`src/rtl/adder_pkg.sv`:
```
// Shared constants, per-stage record and helpers for the pipelined adder.
package adder_pkg;

  localparam int unsigned ADDER_WIDTH  = 32;
  localparam int unsigned ADDER_STAGES = 4;
  // Widest slice a stage record can hold; narrower slices occupy the low bits.
  localparam int unsigned ADDER_SLICE_MAX_W = 64;

  typedef struct packed {
    logic                         valid;
    logic                         carry;
    logic [ADDER_SLICE_MAX_W-1:0] slice;
  } stage_t;

  // Two's-complement overflow from the sign bits of both addends and the result.
  function automatic logic signed_ovf(input logic a_msb, input logic b_msb, input logic s_msb);
    return (a_msb == b_msb) && (s_msb != a_msb);
  endfunction

endpackage

```
`src/rtl/pipe_adder_if.sv`:
```
// Operand/result handshake bundle for pipe_adder; ovf exists only with ADDER_OVF_EN.
interface pipe_adder_if
  import adder_pkg::*;
#(
  parameter int unsigned WIDTH = ADDER_WIDTH
) ();

  logic             in_valid;
  logic             in_ready;
  logic [WIDTH-1:0] a;
  logic [WIDTH-1:0] b;
  logic             cin;
  logic             out_valid;
  logic             out_ready;
  logic [WIDTH-1:0] sum;
  logic             cout;
`ifdef ADDER_OVF_EN
  logic             ovf;

  modport master (
    output in_valid, a, b, cin, out_ready,
    input  in_ready, out_valid, sum, cout, ovf
  );

  modport slave (
    input  in_valid, a, b, cin, out_ready,
    output in_ready, out_valid, sum, cout, ovf
  );
`else
  modport master (
    output in_valid, a, b, cin, out_ready,
    input  in_ready, out_valid, sum, cout
  );

  modport slave (
    input  in_valid, a, b, cin, out_ready,
    output in_ready, out_valid, sum, cout
  );
`endif

endinterface

```
`src/rtl/adder_slice.sv`:
```
// Combinational SLICE_W-bit ripple slice: one pipeline stage's worth of addition.
module adder_slice #(
  parameter int unsigned SLICE_W = 8
) (
  input  logic [SLICE_W-1:0] a,
  input  logic [SLICE_W-1:0] b,
  input  logic               cin,
  output logic [SLICE_W-1:0] sum,
  output logic               cout
);

  localparam int unsigned EXT_W = SLICE_W + 1;

  assign {cout, sum} = EXT_W'(a) + EXT_W'(b) + EXT_W'(cin);

endmodule

```
`src/rtl/pipe_adder.sv`:
```
// Carry-pipelined adder: one WIDTH/STAGES slice per stage, operands skewed in, results deskewed out.
// Define ADDER_OVF_EN to add the registered signed-overflow output.
module pipe_adder
  import adder_pkg::*;
#(
  parameter int unsigned WIDTH  = ADDER_WIDTH,
  parameter int unsigned STAGES = ADDER_STAGES
) (
  input logic         clk,
  input logic         rst,
  pipe_adder_if.slave bus
);

  localparam int unsigned SW    = WIDTH / STAGES;
  localparam int unsigned DLY_N = (STAGES > 1) ? STAGES - 1 : 1;

  stage_t          st_q  [STAGES];
  logic [SW-1:0]   ska_q [STAGES][DLY_N];
  logic [SW-1:0]   skb_q [STAGES][DLY_N];
  logic [SW-1:0]   rd_q  [STAGES][DLY_N];

  logic [SW-1:0]   op_a     [STAGES];
  logic [SW-1:0]   op_b     [STAGES];
  logic            carry_in [STAGES];
  logic [SW-1:0]   s_c      [STAGES];
  logic            co_c     [STAGES];
  logic [SW-1:0]   res      [STAGES];
  logic [WIDTH-1:0] sum_c;
  logic            advance;

  // The whole pipe moves together; a held result freezes every stage behind it.
  assign advance      = !st_q[STAGES-1].valid || bus.out_ready;
  assign bus.in_ready = !rst && advance;

  for (genvar k = 0; k < STAGES; k++) begin : g_stage
    if (k == 0) begin : g_head
      assign op_a[k]     = bus.a[SW-1:0];
      assign op_b[k]     = bus.b[SW-1:0];
      assign carry_in[k] = bus.cin;
    end else begin : g_body
      assign op_a[k]     = ska_q[k][k-1];
      assign op_b[k]     = skb_q[k][k-1];
      assign carry_in[k] = st_q[k-1].carry;
    end

    adder_slice #(.SLICE_W(SW)) u_slice (
      .a    (op_a[k]),
      .b    (op_b[k]),
      .cin  (carry_in[k]),
      .sum  (s_c[k]),
      .cout (co_c[k])
    );

    if (k < STAGES - 1) begin : g_align
      assign res[k] = rd_q[k][STAGES-2-k];
    end else begin : g_last
      assign res[k] = SW'(st_q[k].slice);
    end
  end

  always_comb begin
    sum_c = '0;
    for (int k = 0; k < STAGES; k++) begin
      sum_c[k*SW +: SW] = res[k];
    end
  end

  // Stage records, operand skew chains and result alignment chains.
  always_ff @(posedge clk) begin
    if (rst) begin
      for (int k = 0; k < STAGES; k++) begin
        st_q[k] <= '0;
        for (int j = 0; j < DLY_N; j++) begin
          ska_q[k][j] <= '0;
          skb_q[k][j] <= '0;
          rd_q[k][j]  <= '0;
        end
      end
    end else if (advance) begin
      st_q[0] <= '{valid: bus.in_valid, carry: co_c[0], slice: ADDER_SLICE_MAX_W'(s_c[0])};
      for (int k = 1; k < STAGES; k++) begin
        st_q[k]     <= '{valid: st_q[k-1].valid, carry: co_c[k], slice: ADDER_SLICE_MAX_W'(s_c[k])};
        ska_q[k][0] <= bus.a[k*SW +: SW];
        skb_q[k][0] <= bus.b[k*SW +: SW];
        for (int j = 1; j < k; j++) begin
          ska_q[k][j] <= ska_q[k][j-1];
          skb_q[k][j] <= skb_q[k][j-1];
        end
      end
      for (int k = 0; k + 1 < STAGES; k++) begin
        rd_q[k][0] <= SW'(st_q[k].slice);
        for (int j = 1; j + k + 1 < STAGES; j++) begin
          rd_q[k][j] <= rd_q[k][j-1];
        end
      end
    end
  end

`ifdef ADDER_OVF_EN
  logic ovf_q;

  // Sign bits of the top slice reach the last stage together with its sum.
  always_ff @(posedge clk) begin
    if (rst) begin
      ovf_q <= 1'b0;
    end else if (advance) begin
      ovf_q <= signed_ovf(op_a[STAGES-1][SW-1], op_b[STAGES-1][SW-1], s_c[STAGES-1][SW-1]);
    end
  end

  assign bus.ovf = ovf_q;
`endif

  assign bus.out_valid = st_q[STAGES-1].valid;
  assign bus.cout      = st_q[STAGES-1].carry;
  assign bus.sum       = sum_c;

endmodule

```
`src/flat_wrapper.sv`:
```
// flat-port wrapper written by rule: the top's interface ports become plain ports
module pipe_adder_flat import adder_pkg::*;
#(
  parameter int unsigned WIDTH  = ADDER_WIDTH,
  parameter int unsigned STAGES = ADDER_STAGES
)
  (clk, rst, bus_in_valid, bus_a, bus_b, bus_cin, bus_out_ready, bus_in_ready, bus_out_valid, bus_sum, bus_cout);
  pipe_adder_if #(.WIDTH(WIDTH)) bus_i ();
  input logic clk;
  input logic rst;
  input wire logic [$bits(bus_i.in_valid)-1:0] bus_in_valid;
  input wire logic [$bits(bus_i.a)-1:0] bus_a;
  input wire logic [$bits(bus_i.b)-1:0] bus_b;
  input wire logic [$bits(bus_i.cin)-1:0] bus_cin;
  input wire logic [$bits(bus_i.out_ready)-1:0] bus_out_ready;
  output wire logic [$bits(bus_i.in_ready)-1:0] bus_in_ready;
  output wire logic [$bits(bus_i.out_valid)-1:0] bus_out_valid;
  output wire logic [$bits(bus_i.sum)-1:0] bus_sum;
  output wire logic [$bits(bus_i.cout)-1:0] bus_cout;
  assign bus_i.in_valid = bus_in_valid;
  assign bus_i.a = bus_a;
  assign bus_i.b = bus_b;
  assign bus_i.cin = bus_cin;
  assign bus_i.out_ready = bus_out_ready;
  assign bus_in_ready = bus_i.in_ready;
  assign bus_out_valid = bus_i.out_valid;
  assign bus_sum = bus_i.sum;
  assign bus_cout = bus_i.cout;
  pipe_adder #(.WIDTH(WIDTH), .STAGES(STAGES)) u_core (.clk(clk), .rst(rst), .bus(bus_i));
endmodule
```
`config.mk`:
```
export PLATFORM = sky130hd
export DESIGN_NAME = pipe_adder_flat
export DESIGN_NICKNAME = d
export VERILOG_FILES = /design/src/rtl/adder_pkg.sv /design/src/rtl/pipe_adder_if.sv /design/src/rtl/adder_slice.sv /design/src/rtl/pipe_adder.sv /design/src/flat_wrapper.sv
export SDC_FILE = /design/constraint.sdc
export NUM_CORES = 1
export LEC_CHECK = 0
export ABC_CLOCK_PERIOD_IN_PS = 6300
export BUFFER_PORTS_ARGS = -buffer_cell sky130_fd_sc_hd__buf_2
export CAP_MARGIN = 20
export CORE_MARGIN = 1
export CORE_UTILIZATION = 55
export DETAILED_ROUTE_END_ITERATION = 12
export PLACE_DENSITY = 0.86
export SLEW_MARGIN = 30
export SYNTH_ARGS = -nofsm -noshare
export SYNTH_HDL_FRONTEND = slang
export SYNTH_SLANG_ARGS = --single-unit
```
`constraint.sdc`:
```
create_clock -name clk -period 6.3 [get_ports clk]
set_clock_uncertainty 0.05 [all_clocks]
set_input_delay 0 -clock clk [delete_from_list [all_inputs] [get_ports clk]]
set_output_delay 0 -clock clk [all_outputs]
set_load 0.01 [all_outputs]
```
* Word level (Yosys, flattened, before mapping) *
Memories as Yosys holds them, arrays and structs flattened.
Cells that the tools add are included.

word-level totals
  bits in registers = 0
  logic and storage cells = 65
  memories = 4
  memory bits (writable) = 328

memory list
  name          depth  bits a word  rd ports  clocked after Yosys merged registers in  write ports  RTL line          source
  u_core.rd_q   4      24           3         0                                        4            pipe_adder.sv:20  logic [SW-1:0] rd_q [STAGES][DLY_N];
  u_core.ska_q  4      24           3         0                                        4            pipe_adder.sv:18  logic [SW-1:0] ska_q [STAGES][DLY_N];
  u_core.skb_q  4      24           3         0                                        4            pipe_adder.sv:19  logic [SW-1:0] skb_q [STAGES][DLY_N];
  u_core.st_q   4      10           4         0                                        4            pipe_adder.sv:17  stage_t st_q [STAGES];

cells by class
  reduce and logical (&&, ||, !) cells = 4
  mux-type cells = 27
  add/subtract/negate cells = 8
  bitwise gates (word level) = 22

operators with widths
  cell                                    count
  8-bit two-way mux                       18
  10-bit two-way mux                      4
  8-bit by 8-bit adder with 9-bit output  4
  9-bit by 1-bit adder with 9-bit output  4
  1-bit OR                                22
  1-bit two-way mux                       5
  1-bit logical NOT                       2
  1-bit logical AND                       1
  1-bit logical OR                        1

* Depth between registers and ports, before layout *
Gate-level depths: netlist of run 1.
An unclocked memory read counts as a cell.

  word-level depth = 7
  gate-level depth with buffers = 8
  mapped depth without buffers = 7

* By module *
A second synthesis of run 1 with hierarchy kept.

second synthesis, totals
  cell total of the unflattened synthesis = 600
  area total of the unflattened synthesis = 9445.3 µm²

by module, submodules not included
  module                                        cells each  area an instance (µm²)  times used  sequential area each (µm²)
  pipe_adder                                    437         8114.0                  1           5525.3
  adder_slice at u_core.g_stage[0].u_slice ...  40          331.6                   2           0.0
  adder_slice at u_core.g_stage[3].u_slice      41          336.6                   1           0.0
  adder_slice at u_core.g_stage[2].u_slice      42          331.6                   1           0.0

* Least setup slack after synthesis of run 1 *
OpenSTA, ideal clock, no wires.

  path type = register to register
  start point = mem u_core.st_q[3][9] (netlist bit)
  end point = mem u_core.rd_q[0][0] (netlist bit) (enable)
  period minus slack after synthesis = 5.381 ns
  buffers on the path = 0
  cell stages (with the launch flop) = 3
  setup slack = 0.919 ns
  data arrival time = 4.753 ns
  cell sequence = edfxtp_1 > nor2b_4 > nand2b_1

RTL lines
  item                RTL line
  start: declaration  pipe_adder.sv:17
  end: declaration    pipe_adder.sv:20

==> results of run 1 <==
worst register-to-register path: cells and delay by family, from the launching register on:
kind                       cells  cell delay (ns)
AOI/OAI and AO/OA              4             0.82
adders and majority gates      2             1.01
DFF                            1             0.43
layout by cell type, fill, tap and decap left out, types with 3 or more instances in the layout:
cell,n
edfxtp_1,184
and2_1,154
buf_2,103
dlygate4sd3_1,50
ha_1,28
nor2_1,17
clkbuf_16,17
o21ai_0,16
a21oi_1,15
inv_1,13
nor3_1,10
nand2_1,9
inv_6,8
a21o_1,8
nand3_1,8
fa_1,8
or4_1,7
nor2b_1,6
o2111ai_1,6
a211oi_1,6
a211o_1,4
a31oi_1,4
o21a_1,4
nor3b_1,4
xnor2_1,4
nand2b_1,4
inv_8,3
buf_4,3
logic make-up after synthesis:
| kind of cell | share of synthesized area [%] |
|---|---|
| compound gates | 5.59 |
| buf+inv | 4.15 |
| simple gates | 16.2 |
| fa+ha+maj | 6.18 |
| flops | 66.9 |
| xor+xnor | 0.637 |
| mux | 0.243 |
synth_stat cells, drive strengths merged:
master   instances
nand3            8
a211o            4
xnor2            4
ha              28
xor2             2
o21ai           16
nand2            9
inv             14
nor4             1
and2           154
fa               8
nor3            10
nor2b            7
o211ai           2
edfxtp         184
o31a             2
a211oi           6
o211a            2
a21oi           15
a31oi            4
or2              1
buf             28
a21o             8
or4              7
mux2i            2
o2111ai          6
o22ai            1
clkbuf          17
nand2b           5
nor2            17
nor3b            4
o21a             4
or3              2
worst min path at each step:
stage,endpoint,slack (ns),depth (start not counted)
6_report,u_core.st_q[0][0]$_SDFFCE_PN0P_,0.02,3
5_1_grt,u_core.st_q[0][0]$_SDFFCE_PN0P_,0.03,3
4_1_cts,u_core.st_q[0][0]$_SDFFCE_PN0P_,0.0004,3
3_5_place_dp,u_core.st_q[0][9]$_SDFFCE_PN0P_,0.23,2
3_3_place_gp,u_core.skb_q[1][21]$_SDFFCE_PN0P_,0.23,2
2_1_floorplan,u_core.ska_q[0][40]$_SDFFCE_PN0P_,0.15,1
flip-flops by register name, indices dropped and copies added, names as in the netlist:
name	count
u_core.rd_q	48
u_core.ska_q	48
u_core.skb_q	48
u_core.st_q	40
area by class of cell:
type	count	area share [%]
Clock buffer	17	4.33
Inverter	14	0.586
Multi-Input combinational cell	339	24.4
Timing Repair Buffer	156	10.6
Tap cell	184	2.34
Clock inverter	15	1.54
Sequential cell	184	56.3
metrics by stage:
| step | utilization, % | cell area (sq um) | cells | setup slack [ns] |
|---|---|---|---|---|
| floorplan | - | 8250 | 582 | 0.919 |
| global route | 67.3 | 9820 | 909 | 3.68 |
| finish | 67.3 | 9820 | 909 | 3.76 |
| CTS | 67.3 | 9820 | 909 | 3.84 |
| detailed placement | 59.9 | 8740 | 827 | 3.87 |
| global placement | 59.9 | 8740 | 827 | 3.95 |
power by group:
group | leakage (nW) | switching, mW | internal [mW]
combinational | 1.89 | 0.117 | 0.112
clock | 0.286 | 0.483 | 0.560
sequential | 2.18 | 0.0218 | 1.43
total | 4.36 | 0.621 | 2.10
metal layers:
layer / up-vias / global-route usage (%) / routed length [microns]
met1: 2282 / 22.6 / 5740
met5: - / 0 / 0
li1: 2337 / - / -
met3: 45 / 5.07 / 689
met4: 0 / 11.0 / 553
met2: 179 / 34.8 / 7580
==> reports/metrics.cfg, run 1 <==
[run_status]
status = finished, final reports clean

[setup_path]
r2r-start = u_core.ska_q[1][8]$_SDFFCE_PN0P_
cp.required_ns = 6.44
rr_worst_depth = 6
slowest_delay_ns = 0.52
reg2reg_to = u_core.st_q[2][8]$_SDFFCE_PN0P_
critPathCapture = u_core.st_q[2][8]$_SDFFCE_PN0P_
reg2reg_slack_ns = 3.76
critPathCaptureType = register
crit_arrival_ns = 2.68
crit_cells = 6
worst-path-buf-inv = 0
crit_fanout = 3
slowest_stage = fa_1
cp-start-kind = register
crit_top_cell = fa_1
crit_chain = fa_1 > fa_1 > a21o_1 > a31oi_1 > o21ai_0 > o211a_1
startpoint = u_core.ska_q[1][8]$_SDFFCE_PN0P_
path_class = reg -> reg
path_delay_family = adder cells

[floorplanning]
coreArea_sq_um = 14600
ios = 104
die-area_sq_um = 15500
initial_core_util_pct = 56.6
fp.dieH_microns = 125
die_w_microns = 125
rows = 44

[layout]
drive_gt1_share_pct = 19.4
multiInputGateArea_sq_um = 2390
area_delta_synth_final_pct = 19.0
regArea_sq_um = 5530
fillers = 955
antennaDiodeCount = 0
nNetsFinal = 817

[timing]
slew-limit-headroom_pct = 42.6
holdWs_ns = 0.0208
worst-slew-pin-transition_ns = 0.861
max_freq_mhz = 394
hold_violations = 0
finalCritPeriodShare_pct = 40.3
setup_tns_ns = 0
finalSetupViolations = 0
drv_slew = 0
rsz0062_at_grt = no
period_minus_slack_ns = 2.54

[detailed_routing]
drt-total-wl_microns = 14600
drtIter0Drc = 426
ant_nets = 0
drcViolationCount = 0
dr.pass1.iters = 6
routedWlPerCell_microns = 16.0
vias_per_cell = 5.33
dr_total_vias = 4843

[cts]
ctsResizeCount = 0
post_cts_buffers = 0
cts_buffer_depth = 2
insertion_delay_ns = 0.44
hold_buffers = 50
cts_tree = yes
cts_sinks = 184
path_clk_slew_ns = 0.07
cts_buffers = 17
root_buffer = clkbuf_16
htree_levels = 4

[synthesis]
yosys_warnings = 0
ys_seq_elements = 184
synth_fp_nets = 687
synthDistinctLibCells = 37
yosys.area.top_type_share_pct = 66.9
yosysTopAreaCell = edfxtp_1
syn_inst = 582
seq_area_frac_synth_pct = 66.9
synth_area_per_cell_sq_um = 14.2
syn_area_sq_um = 8250
synth.area.top_cells = edfxtp_1 67%, and2_1 12%, ha_1 4.2%, buf_4 2.5%, fa_1 1.9%

[global_route]
first_global_vias = 4849
grt_max_degree = 170
grt.overflow.total = 0
antenna_found_initial = 0
grt_first_pass_wirelength_microns = 23700
grt.total_usage_pct = 20.1

[placement]
globalplace.congestion = 0.883
dpl.hpwl_microns = 8530
io_buffer_count = 103

[hold_path]
min_from = bus_a[0]
hold_path_class = in -> reg

[power]
peakVddDrop_mv = 0.183
p_leak_nw = 4.36
cellPowerDensity_nw_per_um2 = 277
finalPower_mw = 2.72

[job]
maxCapViolations = 0

(Power assumes the default switching activity.)
==> inputs of run 2 (changes only) <==
Settings changed: ABC_CLOCK_PERIOD_IN_PS 6300 to 2400.
Clock period 6.3 ns to 2.4 ns, I/O delays scaled along.
==> run 2 against run 1 <==
Net effect:
- routed wire length fell by 0.43%
- count of clock-buffer cells in the layout is the same
- largest cell class unchanged
- combinational power grew to 2.7 times the previous value
- clock power rose to 2.7 times the previous value
- critical path depth unchanged
- core utilization grew 0.85 points
- power grew to 2.7 times the previous value
- largest power group unchanged
==> reports/metrics.cfg, run 2 (synthesis results as in run 1) <==
[timing]
slew-limit-headroom_pct = 50.2  ; +7.6 points
holdWs_ns = 0.106  ; +0.0851 ns
setup_tns_ns = 0  ; unchanged
finalSetupViolations = 0  ; unchanged
hold_violations = 0  ; unchanged
worst-slew-pin-transition_ns = 0.748  ; -0.113 ns
drv_slew = 0  ; unchanged
finalCritPeriodShare_pct = 93.9  ; +54 points
max_freq_mhz = 444  ; +13%
period_minus_slack_ns = 2.25  ; -0.284 ns
layout_setup_ws_ns = 0.147  ; -3.62 ns
rsz0062_at_grt = no

[placement]
place_ws_ns = 0.0356  ; -3.84 ns
io_buffer_count = 103  ; unchanged
globalplace.congestion = 0.865  ; -2.1%
placed_cells = 831  ; +0.48%
place_area_sq_um = 8800  ; +0.60%
dpl.hpwl_microns = 8350  ; -2.1%

[cts]
htree_levels = 4  ; unchanged
cts_buffers = 17  ; unchanged
root_buffer = clkbuf_16
path_clk_slew_ns = 0.07  ; about the same
cts_sinks = 184  ; unchanged
post_cts_buffers = 0  ; unchanged
cts_tree = yes
insertion_delay_ns = 0.43  ; about the same
cts_buffer_depth = 2  ; unchanged

[floorplanning]
die_w_microns = 125  ; unchanged
coreArea_sq_um = 14600  ; unchanged
ios = 104  ; unchanged
die-area_sq_um = 15500  ; unchanged
fp.dieH_microns = 125  ; unchanged
initial_core_util_pct = 56.6  ; unchanged
rows = 44  ; unchanged

[detailed_routing]
vias_per_cell = 5.31  ; -0.29%
drt-total-wl_microns = 14500  ; -0.43%
drtIter0Drc = 426  ; unchanged
dr.pass1.iters = 5  ; -1
ant_nets = 0  ; unchanged
drcViolationCount = 0  ; unchanged
routedWlPerCell_microns = 15.8  ; -1.2%
dr_total_vias = 4866  ; +0.47%

[run_status]
status = finished, final reports clean

[setup_path]
crit_chain = fa_1 > fa_1 > a21o_1 > a31oi_2 > o21ai_0 > o211a_1
crit_top_cell = fa_1
slowest_delay_ns = 0.47  ; -0.05 ns
path_delay_family = adder cells
cp.required_ns = 2.54  ; -3.90 ns
crit_arrival_ns = 2.39  ; -0.29 ns
cp-start-kind = register
slowest_stage = fa_1
crit_fanout = 3  ; unchanged
path_class = reg -> reg
worst-path-buf-inv = 0  ; unchanged
critPathCaptureType = register

[layout]
final_cells = 916  ; +0.77%
final_area_sq_um = 9950  ; +1.3%
layout_commonest_cell = edfxtp_1
drive_gt1_share_pct = 20.5  ; +1.1 points
final_util_pct = 68.2  ; +0.85 points
fillers = 928  ; -2.8%
final_cell_mix = 184 x edfxtp_1, 154 x and2_1, 103 x buf_2, 52 x dlygate4sd3_1, 28 x ha_1
area_delta_synth_final_pct = 20.5
reg_top3 = u_core.rd_q: 48 flops, u_core.ska_q: 48 flops, u_core.skb_q: 48 flops
nNetsFinal = 823  ; +0.73%

[global_route]
first_global_vias = 4999  ; +3.1%
grt_max_degree = 137  ; -19%
grt.overflow.total = 0  ; unchanged
grt.total_usage_pct = 19.6  ; -0.43 points
antenna_found_initial = 1  ; +1
grt_first_pass_wirelength_microns = 23500  ; -1.1%

[power]
clockPowerShare_pct = 39.1  ; +0.8 points
p_leak_nw = 4.41  ; +1.0%
p_sw_share_pct = 22.4  ; -0.43 points
power_frac_seq_pct = 52.5  ; -0.8 points
comb_power_share_pct = 8.4  ; about the same
peakVddDrop_mv = 0.538  ; +190%
finalPower_mw = 7.26  ; +170%
p_int_mw = 5.63  ; +170%
cellPowerDensity_nw_per_um2 = 730  ; +160%
p_sw_mw = 1.63  ; +160%

[job]
maxCapViolations = 0  ; unchanged

[hold_path]
hold_path_class = in -> reg

[run 2: routing by layer]
metal / wire length (microns) / vias up / part of all wire (%) / GRT usage [%]
met1: 5650 / 2278 / 39 / 21.4
met4: 504 / 0 / 3.5 / 12.0
met2: 7620 / 199 / 53 / 34.3
li1: - / 2351 / - / -
met5: 0 / - / 0 / 0
met3: 712 / 38 / 4.9 / 4.81
[run 2: worst register-to-register path, delay by kind of cell, from the launching register on]
family	cells	cell delay [ns]
compound gates	4	0.66
fa+ha+maj	2	0.89
flops	1	0.39
[run 2: power groups by stage]
| stage | Sequential, mW | Clock [mW] | Combinational, mW |
|---|---|---|---|
| global route | 3.83 | 3.00 | 0.678 |
| floorplan | 3.86 | 0 | 0.376 |
| CTS | 3.81 | 2.88 | 0.595 |
| detailed placement | 3.88 | 0 | 0.523 |
| finish | 3.81 | 2.84 | 0.609 |
| global placement | 3.87 | 0 | 0.492 |
[run 2: what timing repair did]
action / 4_1_cts / 5_1_grt
hold buffers: 52 / 0
hold endpoints to repair: 52 / 0
gates resized for setup: 0 / 5
endpoints found under the setup margin: 0 / 4
[run 2: area by class of cell]
class                   count  area [sq um]  share of cell area [%]
multi-input cells         339          2410                    24.3
well taps                 184           230                    2.31
repair buffers            162          1110                    11.2
flip-flops and latches    184          5530                    55.6
diodes                      1          2.50                  0.0252
inverters                  14          55.1                   0.554
clock buffers              17           425                    4.28
clock inverters            15           180                    1.81
[run 2: final timing paths]
path | start | end | slack, ns | cells after the start
max | u_core.ska_q[1][24]$_SDFFCE_PN0P_ | u_core.st_q[3][8]$_SDFFCE_PN0P_ | 0.15 | 6
max reg2reg | u_core.ska_q[1][24]$_SDFFCE_PN0P_ | u_core.st_q[3][8]$_SDFFCE_PN0P_ | 0.15 | 6
min reg2reg | u_core.skb_q[1][39]$_SDFFCE_PN0P_ | u_core.skb_q[1][31]$_SDFFCE_PN0P_ | 0.47 | 1
min | bus_a[4] | u_core.st_q[0][5]$_SDFFCE_PN0P_ | 0.11 | 4
==> inputs of run 3 (changes only) <==
Settings changed: CORE_MARGIN 1 to 4.
==> run 3 against run 2 <==
Net effect:
- first-iteration DRC count decreased by 5.4%
- clock power decreased by 4%
- worst setup slack got worse by 0.029 ns
- power decreased by 1.5%
- global-route usage decreased by 1.5 points
- non-clock buffer count increased by 3
- maximum frequency decreased by 1.3%
- routed wire length increased by 1.1%
- critical path type unchanged
- critical endpoint is now u_core.st_q[2][8]$_SDFFCE_PN0P_
- largest cell class unchanged
- largest power group unchanged
- highest routed layer unchanged
==> reports/metrics.cfg, run 3 (synthesis results as in run 1) <==
[job]
maxCapViolations = 0  ; unchanged

[global_route]
grt_first_pass_wirelength_microns = 23500  ; +0.38%
antenna_found_initial = 0  ; -1
grt_max_degree = 60  ; -56%
use_met2_pct = 32.1  ; -2.2 points
use_met1_pct = 20.2  ; -1.2 points
grt.overflow.total = 0  ; unchanged
first_global_vias = 4925  ; -1.5%
busiest_layer = met2
grt_use_met3_pct = 4.88  ; +0.067 points
grt.total_usage_pct = 18.1  ; -1.5 points

[cts]
htree_levels = 4  ; unchanged
cts_tree = yes
insertion_delay_ns = 0.43  ; about the same
path_clk_slew_ns = 0.07  ; about the same
root_buffer = clkbuf_16
post_cts_buffers = 0  ; unchanged
cts_buffer_depth = 2  ; unchanged
cts_buffers = 17  ; unchanged
cts_sinks = 184  ; unchanged

[floorplanning]
ios = 104  ; unchanged
initial_core_util_pct = 56.4  ; -0.21 points
rows = 44  ; unchanged
die-area_sq_um = 17000  ; +9.9%
fp.dieH_microns = 131  ; +4.8%
coreArea_sq_um = 14600  ; +0.38%
die_w_microns = 131  ; +4.8%

[layout]
final_cells = 919  ; +0.33%
final_area_sq_um = 9950  ; about the same
fillers = 958  ; +3.2%
nNetsFinal = 826  ; +0.36%
layout_commonest_cell = edfxtp_1
area_delta_synth_final_pct = 20.5  ; about the same
reg_top3 = u_core.rd_q: 48 flops, u_core.ska_q: 48 flops, u_core.skb_q: 48 flops
final_util_pct = 67.9  ; -0.23 points
final_cell_mix = 184 x edfxtp_1, 154 x and2_1, 103 x buf_2, 53 x dlygate4sd3_1, 28 x ha_1
drive_gt1_share_pct = 20.3  ; -0.22 points

[setup_path]
reg2reg_slack_ns = 0.12  ; -0.03 ns
rr_worst_depth = 6  ; unchanged
cp-start-kind = register
reg2reg_to = u_core.st_q[2][8]$_SDFFCE_PN0P_
slowest_delay_ns = 0.47  ; about the same
cp.required_ns = 2.54  ; about the same
critPathCaptureType = register
crit_fanout = 3  ; unchanged
crit_chain = fa_2 > fa_1 > a21o_1 > a31oi_2 > o21ai_0 > o211a_1
path_class = reg -> reg
crit_arrival_ns = 2.42  ; +0.03 ns
slowest_stage = fa_1
r2r-start = u_core.ska_q[1][8]$_SDFFCE_PN0P_

[detailed_routing]
drt-total-wl_microns = 14600  ; +1.1%
vias_per_cell = 5.29  ; -0.47%
dr_total_vias = 4859  ; -0.14%
ant_nets = 0  ; unchanged
routedWlPerCell_microns = 15.9  ; +0.73%
drcViolationCount = 0  ; unchanged
drtIter0Drc = 403  ; -5.4%
dr.pass1.iters = 4  ; -1

[placement]
io_buffer_count = 103  ; unchanged
dpl.hpwl_microns = 8890  ; +6.4%
placed_cells = 833  ; +0.24%
place_area_sq_um = 8820  ; +0.31%
globalplace.congestion = 0.889  ; +2.8%

[timing]
rsz0062_at_grt = no
drv_slew = 0  ; unchanged
finalCritPeriodShare_pct = 95.1  ; +1.2 points
worst-slew-pin-transition_ns = 0.624  ; -0.123 ns
period_minus_slack_ns = 2.28  ; +0.0294 ns
slew-limit-headroom_pct = 58.4  ; +8.2 points
finalSetupViolations = 0  ; unchanged
max_freq_mhz = 438  ; -1.3%
setup_tns_ns = 0  ; unchanged
hold_violations = 0  ; unchanged

[power]
power_frac_seq_pct = 53.3  ; +0.8 points
cellPowerDensity_nw_per_um2 = 719  ; -1.5%
p_sw_share_pct = 22.7  ; +0.29 points
p_leak_nw = 4.42  ; +0.23%
p_int_mw = 5.53  ; -1.9%
p_sw_mw = 1.62  ; -0.21%
comb_power_share_pct = 8.5  ; about the same
clockPowerShare_pct = 38.2  ; -0.9 points
peakVddDrop_mv = 0.536  ; -0.33%

[run_status]
status = finished, final reports clean

[hold_path]
holdPathEnd = u_core.st_q[0][1]$_SDFFCE_PN0P_
hold_depth = 4  ; unchanged
min_from = bus_a[1]
hold_path_class = in -> reg

## run 3: changes by cell type in the layout (fill, tap and decap cells not counted)
cell | before | now
clkinv_4 | 1 | 3
clkinv_1 | 0 | 1
dlygate4sd3_1 | 52 | 53
clkinv_8 | 1 | 0
clkinv_2 | 2 | 1
fa_2 | 3 | 1
fa_1 | 5 | 7
inv_6 | 5 | 6
clkinvlp_4 | 1 | 0
bufinv_16 | 2 | 1
buf_4 | 5 | 6
buf_12 | 2 | 3
## run 3: worst max path at each step
stage | cells after the start | endpoint | startpoint
final | 6 | u_core.st_q[2][8]$_SDFFCE_PN0P_ | u_core.ska_q[1][8]$_SDFFCE_PN0P_
after CTS | 6 | u_core.st_q[2][8]$_SDFFCE_PN0P_ | u_core.ska_q[1][8]$_SDFFCE_PN0P_
after global placement | 6 | u_core.st_q[2][8]$_SDFFCE_PN0P_ | u_core.ska_q[1][8]$_SDFFCE_PN0P_
after floorplan | 2 | u_core.rd_q[0][0]$_SDFFCE_PN0P_ | u_core.st_q[3][9]$_SDFFCE_PN0P_
after global routing | 6 | u_core.st_q[3][8]$_SDFFCE_PN0P_ | u_core.ska_q[1][24]$_SDFFCE_PN0P_
after detailed placement | 6 | u_core.st_q[2][8]$_SDFFCE_PN0P_ | u_core.ska_q[1][8]$_SDFFCE_PN0P_
## run 3: what timing repair did
action                                  in CTS  in global routing
hold buffers                                53                  0
endpoints found under the setup margin       0                  3
gates resized for setup                      0                  3
endpoints found under the hold margin       58                  0
## run 3: layer usage
metal,share of wire (%),vias to the layer above
li1,-,2352
met2,53,173
met1,39,2287
met4,3.5,0
met3,5.1,47
met5,0,-
## run 3: power by group through the flow
stage | clock [mW] | sequential, mW | combinational, mW
floorplan | 0 | 3.86 | 0.376
global placement | 0 | 3.87 | 0.499
detailed placement | 0 | 3.88 | 0.527
CTS | 2.78 | 3.81 | 0.600
global route | 2.92 | 3.83 | 0.680
finish | 2.73 | 3.81 | 0.609
## run 3: layout make-up
type / instances / area, sq um / area share [%]
Antenna cell: 1 / 2.50 / 0.0252
Clock buffer: 17 / 425 / 4.28
Clock inverter: 15 / 151 / 1.52
Inverter: 14 / 55.1 / 0.553
Multi-Input combinational cell: 339 / 2410 / 24.2
Sequential cell: 184 / 5530 / 55.5
Tap cell: 184 / 230 / 2.31
Timing Repair Buffer: 165 / 1150 / 11.6
## run 3: metrics by stage
step           setup slack, ns  power [mW]  hold slack [ns]
2_1_floorplan           0.0753        4.24            0.148
3_5_place_dp            0.0542        4.41            0.229
4_1_cts                 0.0290        7.19           0.0703
3_3_place_gp            0.0843        4.37            0.226
5_1_grt                 0.0136        7.43            0.105
6_report                 0.118        7.15           0.0904
## run 3: critical path: cells and delay by family (launching register included)
kind            cells  cell delay (ns)
compound gates      4             0.67
fa+ha+maj           2             0.91
flops               1             0.41
